==> src/rtl/flit_assembler_pkg.sv <==
// Shared flit layout, error codes and FSM state type for the receive-side
// flit assembler and its checksum accumulator.
package flit_assembler_pkg;

  localparam int PAYLOAD_WIDTH = 30;
  localparam int ID_WIDTH      = 8;

  typedef enum logic [1:0] {
    FLIT_NOPE = 2'b00,
    FLIT_HEAD = 2'b01,
    FLIT_BODY = 2'b10,
    FLIT_TAIL = 2'b11
  } flit_type_t;

  typedef struct packed {
    flit_type_t          ftype;
    logic [ID_WIDTH-1:0] src;
    logic [ID_WIDTH-1:0] dst;
    logic [5:0]          len;
    logic [7:0]          chk;
  } head_flit_t;

  typedef struct packed {
    flit_type_t               ftype;
    logic [PAYLOAD_WIDTH-1:0] payload;
  } data_flit_t;

  typedef union packed {
    head_flit_t head;
    data_flit_t data;
  } flit_t;

  typedef enum logic [2:0] {
    ERR_NONE         = 3'd0,
    ERR_BAD_LEN      = 3'd1,
    ERR_ORPHAN       = 3'd2,
    ERR_UNEXP_HEAD   = 3'd3,
    ERR_EARLY_TAIL   = 3'd4,
    ERR_MISSING_TAIL = 3'd5,
    ERR_CHECKSUM     = 3'd6
  } asm_err_t;

  typedef enum logic [1:0] {
    ST_IDLE = 2'd0,
    ST_RECV = 2'd1,
    ST_HOLD = 2'd2
  } asm_state_t;

  function automatic logic len_in_range(input logic [5:0] len, input int max_len);
    return (len != 6'd0) && (int'(len) <= max_len);
  endfunction

endpackage

==> src/rtl/flit_assembler_checksum_acc.sv <==
// Running XOR of the low payload byte of each data flit; clear wins over enable.
module flit_checksum_acc (
  input  logic       clk,
  input  logic       rst_n,
  input  logic       clear,
  input  logic       enable,
  input  logic [7:0] data,
  output logic [7:0] acc
);

  // accumulator register
  always_ff @(posedge clk or negedge rst_n) begin
    if (!rst_n) begin
      acc <= 8'h00;
    end else if (clear) begin
      acc <= 8'h00;
    end else if (enable) begin
      acc <= acc ^ data;
    end
  end

endmodule

==> src/rtl/flit_assembler.sv <==
// Validates HEAD/BODY/TAIL framing, length and checksum of incoming flits and
// presents each good frame as one packet word over a valid/ready handshake.
module flit_assembler
  import flit_assembler_pkg::*;
#(
  parameter int FLIT_WIDTH     = 32,
  parameter int MAX_DATA_FLITS = 4,
  parameter int DROP_CNT_WIDTH = 16
) (
  input  logic                                  clk,
  input  logic                                  rst_n,
  input  logic [FLIT_WIDTH-1:0]                 flit_in,
  input  logic                                  flit_valid,
  output logic                                  flit_ready,
  output logic                                  pkt_valid,
  input  logic                                  pkt_ready,
  output logic [ID_WIDTH-1:0]                   pkt_src,
  output logic [ID_WIDTH-1:0]                   pkt_dst,
  output logic [2:0]                            pkt_len,
  output logic [MAX_DATA_FLITS*PAYLOAD_WIDTH-1:0] pkt_data,
  output logic                                  err_valid,
  output logic [2:0]                            err_code,
  output logic [DROP_CNT_WIDTH-1:0]             drop_count
);

  flit_t      flit_s;
  asm_state_t state_r;
  asm_state_t state_nxt_s;
  asm_err_t   err_code_s;
  logic       rdy_en_r;
  logic [2:0] idx_r;
  logic [7:0] chk_r;
  logic [7:0] acc_s;
  logic [7:0] xor_s;
  logic       accept_s;
  logic       len_ok_s;
  logic       last_s;
  logic       start_s;
  logic       store_s;
  logic       hold_s;
  logic       err_s;

  assign flit_s     = flit_in;
  assign flit_ready = rdy_en_r && (state_r != ST_HOLD);
  assign accept_s   = flit_valid && flit_ready;
  assign len_ok_s   = len_in_range(flit_s.head.len, MAX_DATA_FLITS);
  assign last_s     = (idx_r == (pkt_len - 3'd1));
  assign xor_s      = acc_s ^ flit_s.data.payload[7:0];

  flit_checksum_acc u_chk (
    .clk    (clk),
    .rst_n  (rst_n),
    .clear  (start_s),
    .enable (store_s),
    .data   (flit_s.data.payload[7:0]),
    .acc    (acc_s)
  );

  // frame FSM decode: one error at most per cycle, a resync HEAD reports only code 3
  always_comb begin
    state_nxt_s = state_r;
    start_s     = 1'b0;
    store_s     = 1'b0;
    hold_s      = 1'b0;
    err_s       = 1'b0;
    err_code_s  = ERR_NONE;
    case (state_r)
      ST_IDLE: begin
        if (accept_s) begin
          case (flit_s.head.ftype)
            FLIT_HEAD: begin
              if (len_ok_s) begin
                start_s     = 1'b1;
                state_nxt_s = ST_RECV;
              end else begin
                err_s      = 1'b1;
                err_code_s = ERR_BAD_LEN;
              end
            end
            FLIT_BODY, FLIT_TAIL: begin
              err_s      = 1'b1;
              err_code_s = ERR_ORPHAN;
            end
            default: begin
              state_nxt_s = ST_IDLE;
            end
          endcase
        end else begin
          state_nxt_s = ST_IDLE;
        end
      end
      ST_RECV: begin
        if (accept_s) begin
          case (flit_s.head.ftype)
            FLIT_HEAD: begin
              err_s      = 1'b1;
              err_code_s = ERR_UNEXP_HEAD;
              if (len_ok_s) begin
                start_s     = 1'b1;
                state_nxt_s = ST_RECV;
              end else begin
                state_nxt_s = ST_IDLE;
              end
            end
            FLIT_BODY: begin
              store_s = 1'b1;
              if (last_s) begin
                err_s       = 1'b1;
                err_code_s  = ERR_MISSING_TAIL;
                state_nxt_s = ST_IDLE;
              end else begin
                state_nxt_s = ST_RECV;
              end
            end
            FLIT_TAIL: begin
              store_s = 1'b1;
              if (!last_s) begin
                err_s       = 1'b1;
                err_code_s  = ERR_EARLY_TAIL;
                state_nxt_s = ST_IDLE;
              end else if (xor_s == chk_r) begin
                hold_s      = 1'b1;
                state_nxt_s = ST_HOLD;
              end else begin
                err_s       = 1'b1;
                err_code_s  = ERR_CHECKSUM;
                state_nxt_s = ST_IDLE;
              end
            end
            default: begin
              state_nxt_s = ST_RECV;
            end
          endcase
        end else begin
          state_nxt_s = ST_RECV;
        end
      end
      ST_HOLD: begin
        if (pkt_ready) begin
          state_nxt_s = ST_IDLE;
        end else begin
          state_nxt_s = ST_HOLD;
        end
      end
      default: begin
        state_nxt_s = ST_IDLE;
      end
    endcase
  end

  // state, packet assembly and error reporting registers
  always_ff @(posedge clk or negedge rst_n) begin
    if (!rst_n) begin
      state_r    <= ST_IDLE;
      rdy_en_r   <= 1'b0;
      idx_r      <= 3'd0;
      chk_r      <= 8'h00;
      pkt_valid  <= 1'b0;
      pkt_src    <= '0;
      pkt_dst    <= '0;
      pkt_len    <= 3'd0;
      pkt_data   <= '0;
      err_valid  <= 1'b0;
      err_code   <= 3'd0;
      drop_count <= '0;
    end else begin
      state_r   <= state_nxt_s;
      rdy_en_r  <= 1'b1;
      err_valid <= err_s;
      err_code  <= err_s ? err_code_s : ERR_NONE;
      if (err_s && (drop_count != '1)) begin
        drop_count <= drop_count + DROP_CNT_WIDTH'(1);
      end
      if (start_s) begin
        pkt_src  <= flit_s.head.src;
        pkt_dst  <= flit_s.head.dst;
        pkt_len  <= flit_s.head.len[2:0];
        chk_r    <= flit_s.head.chk;
        pkt_data <= '0;
        idx_r    <= 3'd0;
      end else if (store_s) begin
        pkt_data[PAYLOAD_WIDTH*int'(idx_r) +: PAYLOAD_WIDTH] <= flit_s.data.payload;
        idx_r <= idx_r + 3'd1;
      end
      if (hold_s) begin
        pkt_valid <= 1'b1;
      end else if ((state_r == ST_HOLD) && pkt_ready) begin
        pkt_valid <= 1'b0;
      end
    end
  end

endmodule

==> config.mk <==
export PLATFORM = sky130hd
export DESIGN_NAME = flit_assembler
export DESIGN_NICKNAME = d
export VERILOG_FILES = /design/src/rtl/flit_assembler_pkg.sv /design/src/rtl/flit_assembler_checksum_acc.sv /design/src/rtl/flit_assembler.sv
export SDC_FILE = /design/constraint.sdc
export NUM_CORES = 1
export LEC_CHECK = 0
export BUFFER_PORTS_ARGS = -buffer_cell sky130_fd_sc_hd__clkbuf_2
export CORE_MARGIN = 3
export CORE_UTILIZATION = 40
export CTS_BUF_LIST = sky130_fd_sc_hd__clkbuf_8
export DETAILED_ROUTE_END_ITERATION = 16
export GPL_TIMING_DRIVEN = 1
export PLACE_DENSITY = 0.68
export SYNTH_ARGS = -nofsm -noshare
export SYNTH_HDL_FRONTEND = slang
export SYNTH_SLANG_ARGS = --single-unit
==> constraint.sdc <==
create_clock -name clk -period 10.1 [get_ports clk]
set_clock_uncertainty 0.15 [all_clocks]
set_input_delay 1.01 -clock clk [delete_from_list [all_inputs] [get_ports clk]]
set_output_delay 1.01 -clock clk [all_outputs]
set_load 0.02 [all_outputs]
# Word-level counts from Yosys, hierarchy flattened
# Cells that the tools add are included.
# W data, S select, Z words.
classes:
  n_mux: 51
  n_eq_ne: 11
  n_lt_le_gt_ge: 1
  n_reduce_logical: 12
  add_sub_neg: 4
  n_bitwise: 1
  n_shift: 2
  mul: 1
  n_div: 0
op_table:
  columns: ["op", "n"]
  rows:
  - ["$mux W120", 2]
  - ["$bwmux W120", 1]
  - ["$shift A30 B33 Y120 const A", 1]
  - ["$shiftx A30 B33 Y120", 1]
  - ["$neg A8 Y33", 1]
  - ["$mux W1", 23]
  - ["$mux W3", 7]
  - ["$add A16 B1 Y16 const B", 1]
  - ["$mux W8", 2]
  - ["$ne A16 B16 Y1 const B", 1]
  - ["$mux W2", 7]
  - ["$pmux W2 S3", 2]
  - ["$pmux W3 S3", 1]
  - ["$eq A8 B8 Y1", 1]
  - ["$pmux W2 S2", 2]
  - ["$xor A8 B8 Y8", 1]
  - ["$mul A4 B3 Y7 const A", 1]
  - ["$eq A2 B2 Y1 const B", 3]
  - ["$le A6 B3 Y1 const B", 1]
  - ["$pmux W3 S2", 1]
  - ["$reduce_bool A6 Y1", 1]
  - ["$logic_and A1 B1 Y1", 5]
  - ["$eq A2 B1 Y1 const B", 2]
  - ["$ne A4 B4 Y1 const B", 1]
  - ["11 further kinds", 14]
totals:
  ram_bits: 0
  n_memories: 0
  out_inout_bits: 161
  latch_bits: 0
  reg_bits: 182
  input_bits: 36
  romBits: 0
  word_cells: 96

# Logic depth before layout (Yosys ltp)
logic_depth:
  ltp_word: 8
  ltp_mapped: 20
  mapped_depth_nobuf: 16

# Cells and area by module
# Synthesis repeated with hierarchy kept, for this count alone.
hier_totals:
  cells_unflattened: 1496
  hier_area_um2: 13026.2
by_module_without_submodules:
  columns: ["mod", "area_per_inst_um2", "seq_area_each_um2", "cells_each", "n_inst"]
  rows:
  - ["flit_assembler", 12619.6, 4354.2, 1461, 1]
  - ["flit_checksum_acc", 406.6, 200.2, 35, 1]

# Worst setup path before layout
# Ideal clock, no wire load.
synth_timing:
  kind: "register to register"
  start: "reg idx_r[0]"
  end: "reg pkt_data[50]"
  setup_ns: 0.121
  stages_incl_launch_ff: 20
  t_required_ns: 9.829
  t_arrival_ns: 5.286
  period_less_slack_ns: 5.556
  path_slack_ns: 4.544
  path_buffers: 5
  cell_sequence: "dfrtp_1 -> buf_2 -> buf_1 -> buf_2 -> inv_1 -> fa_1 -> buf_2 -> inv_1 -> ha_1 -> nor4bb_1 -> or4_4 -> buf_6 -> a211oi_2 -> ha_1 -> inv_1 -> nor3_1 -> nand3_1 -> nor2_1 -> a21oi_1 -> a22o_1"
synth_between:
  elab_chain_cells: 6
  word_cells_on_any_way: 7
  classes_between: "1 x add/sub; 1 x mul; 2 x shift; 3 x mux"
synth_lines:
  columns: ["item", "line_no", "text"]
  rows:
  - ["start, declared", "flit_assembler.sv:31", "logic [2:0] idx_r;"]
  - ["start signal, assigned", "flit_assembler.sv:183", "idx_r <= idx_r + 3'd1;"]
  - ["$mul A4 B3 Y7 (*)", "flit_assembler.sv:182", "pkt_data[PAYLOAD_WIDTH*int'(idx_r) +: PAYLOAD_WIDTH] <= flit_s.data.payload;"]
  - ["$neg A8 Y33 (*)", "flit_assembler.sv:182", null]
  - ["$shiftx A30 B33 Y120 / $shift A30 B33 Y120 (equally long branches)", "flit_assembler.sv:182", null]
  - ["$bwmux W120 (*)", "flit_assembler.sv:182", null]
  - ["$mux W120 (*)", "flit_assembler.sv:181", "end else if (store_s) begin"]
  - ["$mux W120 (*)", "flit_assembler.sv:174", "if (start_s) begin"]
  - ["end signal, assigned by index", "flit_assembler.sv:182", null]
  - ["end, declared", "flit_assembler.sv:20", "output logic [MAX_DATA_FLITS*PAYLOAD_WIDTH-1:0] pkt_data,"]
# Every way passes the cells marked *; elsewhere a longest branch is shown, timed or not. The select of a mux whose other input is x is not followed.
# A chain may end at the register's enable or synchronous reset.

# Worst setup path in the final report
layout_timing:
  start: "reg idx_r[2]"
  end: "reg pkt_data[51]"
# Same word-level chain as after synthesis.

==> flow_summary.ini <==
[place]
hpwl_mm = 40.1
io_buffers = 196
place.gp.congestion = 1.02
dp_slack_ns = 3.63
place_area_mm2 = 0.0136

[setup_path]
worstPathMaxFanout = 23
r2r-end = pkt_data[51]$_DFFE_PN0P_
crit_start = idx_r[2]$_DFFE_PN0P_
r2r-start = idx_r[2]$_DFFE_PN0P_
worstSetupStartpointType = flip-flop
critPathCapture = pkt_data[51]$_DFFE_PN0P_
cp.required_ns = 10.39
rrSetupSlack_ns = 3.51
cp-end-kind = flip-flop
cp_data_arrival_time_ns = 6.87
crit_type = reg2reg
r2r_cells = 15

[drt]
drt_iter0_markers = 1351
vias_per_cell = 6.46
vias = 12609
wire_per_inst_um = 28.0
drt.antenna.violating_nets = 0
drt_first_pass_iters = 7
wl_mm = 54.6
drc = 0

[floorplan]
coreArea_mm2 = 0.0300
fp.dieH_um = 181
num_rows = 63
start_util_pct = 41.1
top_level_ports = 197
die_w_um = 181
fp.dieArea_mm2 = 0.0329

[finish]
nNetsFinal = 1595
design_area_mm2 = 0.0140
n_fill_cell = 2948
finalCoreUtilization_pct = 46.8
layout-drive-gt1-share_pct = 21.9
area_growth_pct = 13.9

[global_routing]
grt_pass1_wl_mm = 80.7
grt_max_degree = 78
track_usage_pct = 32.6
grt_pass1_vias = 12191
grt-ovfl-total = 0
grt_antenna_before_repair = 0

[timing]
period_share_pct = 65.2
setup_viol = 0
slew-limit-headroom_pct = 21.9
slew_violations = 0
fmax_ghz = 0.152
setup_slack_ns = 3.51
tightestPinTransition_ns = 1.16
setup_tns_ns = 0
finalHoldViolations = 0
rsz0062_at_grt = no
period_minus_slack_ns = 6.59

[cts]
numCtsBuffers = 17
clk_pin_slew_worst_paths_ns = 0.12
cts_tree = yes
cts_sinks = 182
ctsResizeCount = 0
clk_latency_ns = 0.52
cts_root_buffer = clkbuf_8
holdBufCountCts = 0
postCtsSetupBuffers = 0
clk_path_buf_depth = 2
h-tree-depth = 4

[logic_synthesis]
ys_seq_area_share_pct = 37.0
syn_avg_cell_area_um2 = 8.77
ys.warnings.count = 0
synth-edff-count = 0
synth_area_mm2 = 0.0123
synth-main-ff-cell = dfrtp_1
syn-instance-count = 1403
async_reset_ff_share_pct = 100
syn_nets = 1451
ys_ff_latch = 182
ys_types = 98

[status]
status = complete, no violations

[hold_path]
hold_class = in2async

[run]
drv_cap = 0
how the worst min path moves through the flow:
stage / from / to / slack [ns]
CTS: rst_n / pkt_data[8]$_DFFE_PN0P_ / 0.29
detailed placement: pkt_dst[2]$_DFFE_PN0P_ / pkt_dst[2]$_DFFE_PN0P_ / 0.30
finish: rst_n / pkt_data[8]$_DFFE_PN0P_ / 0.29
floorplan: state_r[1]$_DFFE_PN0P_ / state_r[0]$_DFFE_PN0P_ / 0.29
global route: rst_n / pkt_data[8]$_DFFE_PN0P_ / 0.31
global placement: pkt_dst[0]$_DFFE_PN0P_ / pkt_dst[0]$_DFFE_PN0P_ / 0.30
area by class of cell:
class	instances	area [um2]	share of cell area [%]
antenna	1	2.50	0.0179
clock buffer	18	248	1.77
clock inverter	14	156	1.12
inverter	17	63.8	0.455
multi-input combinational	1099	7250	51.8
sequential	182	4560	32.5
tap	390	488	3.48
timing repair buffer	230	1240	8.89
synthesized netlist by cell type (all sizes together) (5+ instances only):
| master | n | area [um2] |
|---|---|---|
| a22o | 10 | 87.6 |
| nor2b | 6 | 37.5 |
| o22ai | 16 | 100 |
| a32oi | 9 | 86.3 |
| a211o | 5 | 45.0 |
| a211oi | 24 | 208 |
| ha | 9 | 113 |
| buf | 40 | 209 |
| mux2 | 9 | 101 |
| dfrtp | 182 | 4550 |
| mux4 | 21 | 473 |
| and3 | 19 | 119 |
| nand2b | 6 | 37.5 |
| xnor3 | 9 | 203 |
| nor4 | 11 | 68.8 |
| and2 | 12 | 75.1 |
| xor2 | 16 | 148 |
| o2bb2ai | 7 | 61.3 |
| a21oi | 100 | 515 |
| o21ai | 80 | 412 |
| inv | 17 | 63.8 |
| nand3 | 76 | 385 |
| nor3 | 63 | 352 |
| xnor2 | 16 | 148 |
| o32ai | 6 | 75.1 |
| or3 | 17 | 111 |
| a31o | 5 | 43.8 |
| o31ai | 12 | 95.1 |
| clkbuf | 65 | 244 |
| a221oi | 6 | 58.8 |
| o221ai | 7 | 61.3 |
| a22oi | 9 | 67.6 |
| a21o | 8 | 60.1 |
| mux2i | 56 | 561 |
| a32o | 5 | 50.1 |
| o211ai | 15 | 113 |
| a31oi | 23 | 144 |
| nor2 | 102 | 393 |
| or4 | 6 | 48.8 |
| nand4 | 17 | 106 |
| nand2 | 221 | 830 |
cell usage in the layout, fill, tap and decap left out, types with 17 or more instances in the layout:
master,instances
and3_1,19
a31oi_1,23
nor3_1,55
nand3_1,74
dfrtp_1,181
clkbuf_8,19
mux2i_1,56
clkbuf_2,195
nand4_1,17
mux4_2,21
o21ai_0,67
inv_1,17
a21oi_1,96
nand2_1,221
buf_4,34
nor2_1,98
a211oi_1,20
flip-flops by register name, indices dropped and copies added (netlist names):
name        flops
pkt_data      120
drop_count     16
chk_r           8
pkt_dst         8
pkt_src         8
u_chk.acc       8
err_code        3
idx_r           3
pkt_len         3
state_r         2
err_valid       1
pkt_valid       1
rdy_en_r        1
critical path, cell delays in order, from the launching register on:
cell      delay (ns)
dfrtp_1         0.50
inv_1           0.15
fa_1            0.78
inv_1           0.11
ha_1            0.29
nor4bb_1        0.17
o31ai_2         0.96
a211oi_2        0.21
ha_1            0.35
buf_4           0.32
inv_1           0.35
nor3_1          0.71
nand3_1         0.44
nor2_1          0.52
a21oi_1         0.19
a22o_1          0.29
kinds of logic after synthesis:
| kind of cell | share of synthesized area (%) |
|---|---|
| compound gates | 21.8 |
| xor+xnor | 4.44 |
| fa+ha+maj | 1.40 |
| buf+inv | 4.20 |
| flops | 37.0 |
| mux | 9.23 |
| other cells | 0.0305 |
| simple gates | 21.9 |
metrics by stage:
step	cells	hold WS, ns
after floorplan	1403	0.285
after global placement	1918	0.300
after detailed placement	1918	0.305
after CTS	1950	0.290
after global routing	1950	0.313
final	1951	0.285
routing by layer:
| layer | GRT usage [%] | part of all wire, % |
|---|---|---|
| met4 | 15.5 | 5.2 |
| met5 | 0 | 0 |
| met2 | 50.2 | 45 |
| met1 | 43.8 | 40 |
| met3 | 7.09 | 10 |
Power is not shown: default switching activity piles up to over one toggle a cycle in this logic, so the estimate is an artifact.
